==> config.mk <==
export PLATFORM = sky130hd
export DESIGN_NAME = adder_share_ctrl
export DESIGN_NICKNAME = d
export VERILOG_FILES = /design/src/rtl/adder_share_pkg.sv /design/src/rtl/adder_share_ctrl_rr_pick.sv /design/src/rtl/adder_share_ctrl.sv
export SDC_FILE = /design/constraint.sdc
export NUM_CORES = 1
export LEC_CHECK = 0
export CAP_MARGIN = 20
export CORE_MARGIN = 4
export CORE_UTILIZATION = 40
export CTS_CLUSTER_SIZE = 24
export DETAILED_ROUTE_END_ITERATION = 10
export PLACE_DENSITY_LB_ADDON = 0.05
export SETUP_SLACK_MARGIN = 0.4
export SLEW_MARGIN = 10
export SYNTH_ARGS = -nofsm -noshare
export SYNTH_HDL_FRONTEND = slang
export SYNTH_HIERARCHICAL = 1
export SYNTH_SLANG_ARGS = --single-unit
==> constraint.sdc <==
create_clock -name clk -period 2.7 [get_ports clk]
set_input_delay 0.54 -clock clk [delete_from_list [all_inputs] [get_ports clk]]
set_output_delay 0.54 -clock clk [all_outputs]
set_load 0.1 [all_outputs]
==> src/rtl/adder_share_pkg.sv <==
// Shared types and defaults for the time-multiplexed adder controller.
package adder_share_pkg;

    localparam int NREQ_DEF  = 4;
    localparam int WIDTH_DEF = 4;

    typedef enum logic [1:0] {
        IDLE = 2'd0,
        ADD  = 2'd1,
        RESP = 2'd2
    } state_e;

endpackage

==> src/rtl/adder_share_ctrl_rr_pick.sv <==
// Combinational round-robin selector: first set request after the last winner.
module rr_pick #(
    parameter int NREQ = 4,
    parameter int IDW  = $clog2(NREQ)
) (
    input  logic [NREQ-1:0] req,
    input  logic [IDW-1:0]  last,
    output logic            any,
    output logic [IDW-1:0]  win_id,
    output logic [NREQ-1:0] win_onehot
);

    logic [IDW-1:0] idx;
    logic           found;

    always_comb begin
        any    = |req;
        win_id = '0;
        found  = 1'b0;
        idx    = last;
        // Walk last+1, last+2, ... with an explicit wrap so non-power-of-two NREQ works.
        for (int k = 0; k < NREQ; k++) begin
            idx = (idx == IDW'(NREQ - 1)) ? '0 : idx + 1'b1;
            if (!found && req[idx]) begin
                found  = 1'b1;
                win_id = idx;
            end
        end
        win_onehot = '0;
        for (int i = 0; i < NREQ; i++) begin
            win_onehot[i] = any && (win_id == IDW'(i));
        end
    end

endmodule

==> src/rtl/adder_share_ctrl.sv <==
// Arbitrates NREQ requesters onto one registered adder and returns the sum on a
// valid/ready channel. Response: rsp_valid holds with stable id/sum until rsp_valid && rsp_ready.
module adder_share_ctrl
    import adder_share_pkg::*;
#(
    parameter int NREQ  = NREQ_DEF,
    parameter int WIDTH = WIDTH_DEF,
    parameter int IDW   = $clog2(NREQ)
) (
    input  logic                  clk,
    input  logic                  reset,
    input  logic [NREQ-1:0]       req,
    input  logic [NREQ*WIDTH-1:0] op_a,
    input  logic [NREQ*WIDTH-1:0] op_b,
    output logic [NREQ-1:0]       gnt,
    output logic                  rsp_valid,
    input  logic                  rsp_ready,
    output logic [IDW-1:0]        rsp_id,
    output logic [WIDTH:0]        rsp_sum,
    output logic                  busy
);

    state_e             state_q;
    logic [IDW-1:0]     last_q;
    logic [IDW-1:0]     id_q;
    logic [WIDTH-1:0]   a_q, b_q;
    logic [NREQ-1:0]    gnt_q;
    logic               rsp_valid_q;
    logic [IDW-1:0]     rsp_id_q;
    logic [WIDTH:0]     rsp_sum_q;
    logic               busy_q;

    logic               any;
    logic [IDW-1:0]     win_id;
    logic [NREQ-1:0]    win_onehot;

    logic [NREQ-1:0][WIDTH-1:0] a_arr, b_arr;
    logic [WIDTH-1:0]           sel_a, sel_b;

    rr_pick #(.NREQ(NREQ), .IDW(IDW)) u_rr_pick (
        .req        (req),
        .last       (last_q),
        .any        (any),
        .win_id     (win_id),
        .win_onehot (win_onehot)
    );

    assign a_arr = op_a;
    assign b_arr = op_b;
    assign sel_a = a_arr[win_id];
    assign sel_b = b_arr[win_id];

    always_ff @(posedge clk or posedge reset) begin
        if (reset) begin
            state_q     <= IDLE;
            last_q      <= IDW'(NREQ - 1);
            id_q        <= '0;
            a_q         <= '0;
            b_q         <= '0;
            gnt_q       <= '0;
            rsp_valid_q <= 1'b0;
            rsp_id_q    <= '0;
            rsp_sum_q   <= '0;
            busy_q      <= 1'b0;
        end else begin
            case (state_q)
                IDLE: begin
                    // Operands are captured here, so later changes by the requester are harmless.
                    if (any) begin
                        a_q     <= sel_a;
                        b_q     <= sel_b;
                        id_q    <= win_id;
                        last_q  <= win_id;
                        gnt_q   <= win_onehot;
                        busy_q  <= 1'b1;
                        state_q <= ADD;
                    end
                end
                ADD: begin
                    rsp_sum_q   <= {1'b0, a_q} + {1'b0, b_q};
                    rsp_id_q    <= id_q;
                    rsp_valid_q <= 1'b1;
                    gnt_q       <= '0;
                    state_q     <= RESP;
                end
                RESP: begin
                    if (rsp_ready) begin
                        rsp_valid_q <= 1'b0;
                        busy_q      <= 1'b0;
                        state_q     <= IDLE;
                    end
                end
                default: begin
                    gnt_q       <= '0;
                    rsp_valid_q <= 1'b0;
                    busy_q      <= 1'b0;
                    state_q     <= IDLE;
                end
            endcase
        end
    end

    assign gnt       = gnt_q;
    assign rsp_valid = rsp_valid_q;
    assign rsp_id    = rsp_id_q;
    assign rsp_sum   = rsp_sum_q;
    assign busy      = busy_q;

endmodule

==> results_dict.tcl <==
set metrics [dict create \
    final_min_period_over_clock_period_pct 91.1 \
    start_util_pct 42.8 \
    final_cell_count_no_fill 314 \
    top_level_ports 52 \
    dieWidth_um 77.4 \
    clock.fmax_mhz 406 \
    cts_htree_levels 1 \
    first_global_vias 1693 \
    synthesis.area_mm2 0.00193 \
    worstPathMaxFanout 13 \
    numPlacedInstances 293 \
    final_hold_viols 0 \
    critical_path.cell_chain "dlygate4sd2_1, buf_6, mux4_2, o22ai_2, nand3_2, inv_4, buf_12, mux4_2, nand2_2, nand2_1" \
    worst_hold_path_type "flip-flop to flip-flop" \
    timing.final.crit_period_ns 2.46 \
    number_of_input_and_output_port_buffers_inserted 51 \
    globalplace.congestion 0.848 \
    grt_pass1_wl_um 8050 \
    vertical_extent_of_the_die_um 77.4 \
    cts_tree "yes" \
    routed-via-count 1723 \
    final.setup.worst_slack_ns 0.240 \
    cts_buffer_depth 2 \
    fillerInstances 386 \
    place_hpwl_um 3590 \
    critical_path.n_buffers_inverters 4 \
    synthFlopType "dfrtp_1" \
    drt_iter0_drc 39 \
    antenna_violations_before_repair 0 \
    numClockSinks 27 \
    drt_pass1_iterations 4 \
    synth-warning-count 6 \
    synthArstFlopShare_pct 100 \
    grt_start_max_net_pins 28 \
    wl_per_cell_um 16.2 \
    critical_path.most_common_cell "mux4_2" \
    slowest_stage "mux4_2" \
    vdd_drop_max_mv 0.664 \
    cts_buffers 3 \
    total_leakage_power_nw 1.29 \
    clock-skew-final_ns 0.00245 \
    avgSynthCellArea_um2 10.2 \
    number_of_synthesized_flops_with_an_enable_pin 0 \
    setup-violations-final 0 \
    cp_data_arrival_time_ns 2.63 \
    critPathRequiredTime_ns 2.87 \
    endpoint_kind "flip-flop" \
    cpPeakStageDelay_ns 0.51 \
    crit_family "multiplexers" \
    grt_util_all_layers_pct 16.7 \
    row_count 24 \
    finish.net_count 308 \
    clock-root-buffer "clkbuf_8" \
    clkTransAtPathRegs_ns 0.09 \
    grt_setup_unrepaired "true" \
    postSynthNetCount 233 \
    drv_cap 0 \
    syn_inst 188 \
    relative_slew_slack_pct 75.2 \
    ys_seq_elements 27 \
    setup.worst_path.start_class "input pin" \
    clk_latency_ns 0.27 \
    final_core_area_utilization_pct 63.0 \
    synth-seq-area-share_pct 35.2 \
    antenna_left 0 \
    route.final.wire_length_um 5090 \
    power_density_mw_per_mm2 1370 \
    drcViolationCount 0 \
    status "complete, no violations" \
    worstSetupPathType "input pin to flip-flop" \
    grt_overflow_total 0 \
    floorplan.core_area_mm2 0.00450 \
    antenna-diode-count 0 \
    tightestPinTransition_ns 0.372 \
    post-place-ws_ns -0.465 \
    finalMaxSlewViolations 0 \
    detail_route.vias_per_cell 5.49 \
    fp.dieArea_mm2 0.00599 \
    area_growth_pct 47.3 \
    final_layout_size_suffix_gt1_share_pct 40.5 \
    yosysUniqueCellTypes 56 \
]
## kinds of logic after synthesis
logic type | count (synthesis) | share of synthesized area, %
AND/OR/NAND/NOR | 86 | 24.1
multiplexers | 20 | 17.1
buffers and inverters | 22 | 8.05
AO/OA/AOI/OAI | 26 | 10.8
flip-flops | 27 | 35.2
XOR/XNOR | 1 | 0.455
adder cells (fa/ha/maj) | 6 | 4.29
## synth_stat cells (all sizes together), types with 2 or more instances
| library cell | instances | share of area (%) |
|---|---|---|
| inv | 5 | 0.97 |
| buf | 13 | 6.0 |
| a21oi | 4 | 1.0 |
| mux4 | 10 | 12 |
| nand2b | 8 | 2.7 |
| nor3 | 3 | 1.3 |
| and4bb | 3 | 1.9 |
| mux2 | 4 | 2.3 |
| o211ai | 3 | 1.2 |
| mux2i | 6 | 3.1 |
| nor2b | 2 | 0.65 |
| dfrtp | 25 | 32 |
| a221oi | 3 | 1.4 |
| o21ai | 3 | 0.78 |
| nand3 | 2 | 0.78 |
| nand2 | 44 | 9.0 |
| a21o | 2 | 0.78 |
| o211a | 2 | 1.0 |
| clkbuf | 3 | 0.65 |
| ha | 5 | 3.2 |
| dfstp | 2 | 2.7 |
| nor2 | 13 | 2.7 |
## metal layers
metal	track usage, %	wire length, um	up-vias
met1	21.6	2180	838
met4	3.74	65	0
met2	28.8	2580	55
met3	3.70	269	11
li1	-	-	819
met5	0	0	-
## stage by stage
| stage | instance area (um2) | power, W | setup TNS, ns | hold slack, ns |
|---|---|---|---|---|
| 3_3_place_gp | 2500 | 0.00312 | -3.30 | 0.463 |
| 6_report | 2840 | 0.00388 | 0 | 0.488 |
| 4_1_cts | 2670 | 0.00361 | 0 | 0.488 |
| 5_1_grt | 2840 | 0.00416 | 0 | 0.511 |
| 3_5_place_dp | 2500 | 0.00316 | -3.83 | 0.464 |
| 2_1_floorplan | 1950 | 0.00271 | 0 | 0.441 |
## worst min-delay path, cell delays in order, from the launching register on
cell	delay (ns)
dfrtp_1	0.36
nand2_1	0.05
nand2_1	0.06
## flip-flops by register name, indices dropped and copies added, names as in the netlist
signal and flops:
b_q 4, id_q 2, busy 1, rsp_valid 1, rsp_sum 5, a_q 4, rsp_id 2, state_q 2
gnt 4, last_q 2
## worst paths after layout
kind                       slack (ns)  cells after the start       from         to
setup / recovery                 0.24                     10     req[2]     a_q[2]
min in group asynchronous        0.62                      3      reset     gnt[2]
hold reg to reg                  0.49                      2    id_q[0]    id_q[0]
setup reg to reg                 0.26                     11  last_q[0]     a_q[2]
max in group asynchronous        1.78                      3      reset  last_q[1]
hold / removal                   0.49                      2    id_q[0]    id_q[0]
## placed cells by master (no fill, tap or decap), types with 2 or more instances in the layout
cell type | Yosys | routed
nand2_1 | 43 | 39
buf_4 | 4 | 38
clkdlybuf4s50_1 | 0 | 34
dfrtp_1 | 25 | 25
mux4_2 | 10 | 10
nor2_1 | 12 | 9
mux2i_1 | 6 | 6
nand2b_1 | 7 | 6
mux2_2 | 4 | 4
nand2_2 | 0 | 4
ha_1 | 5 | 4
nor2_2 | 1 | 4
buf_6 | 4 | 4
o21ai_0 | 3 | 3
inv_1 | 4 | 3
clkbuf_8 | 0 | 3
dlygate4sd2_1 | 0 | 3
o211ai_1 | 3 | 3
a21oi_1 | 4 | 2
and4bb_2 | 2 | 2
a21o_1 | 2 | 2
dfstp_2 | 2 | 2
buf_12 | 1 | 2
o211a_4 | 0 | 2
a221oi_2 | 0 | 2
a21oi_2 | 0 | 2
nor3_2 | 2 | 2
## layout make-up
class | count | area [um2] | share of cell area [%]
Clock buffer | 3 | 41.3 | 1.45
Sequential cell | 27 | 678 | 23.9
Clock inverter | 1 | 5.00 | 0.176
Multi-Input combinational cell | 140 | 1230 | 43.3
Tap cell | 52 | 65.1 | 2.29
Timing Repair Buffer | 85 | 790 | 27.8
Inverter | 6 | 30.0 | 1.06
## what timing repair did
item	4_1_cts	5_1_grt
hold buffers	0	0
resized for setup	14	26
pin swaps	9	13
buffers inserted	8	7
cloned	1	1
setup endpoints to repair	12	12
## where the power goes
group	leakage (nW)	switching [W]	internal [W]
combinational	0.935	0.00164	0.00126
clock	0.0255	0.000126	0.000103
sequential	0.331	0.000135	0.000609
total	1.29	0.00190	0.00197
(Power assumes the default switching activity.)
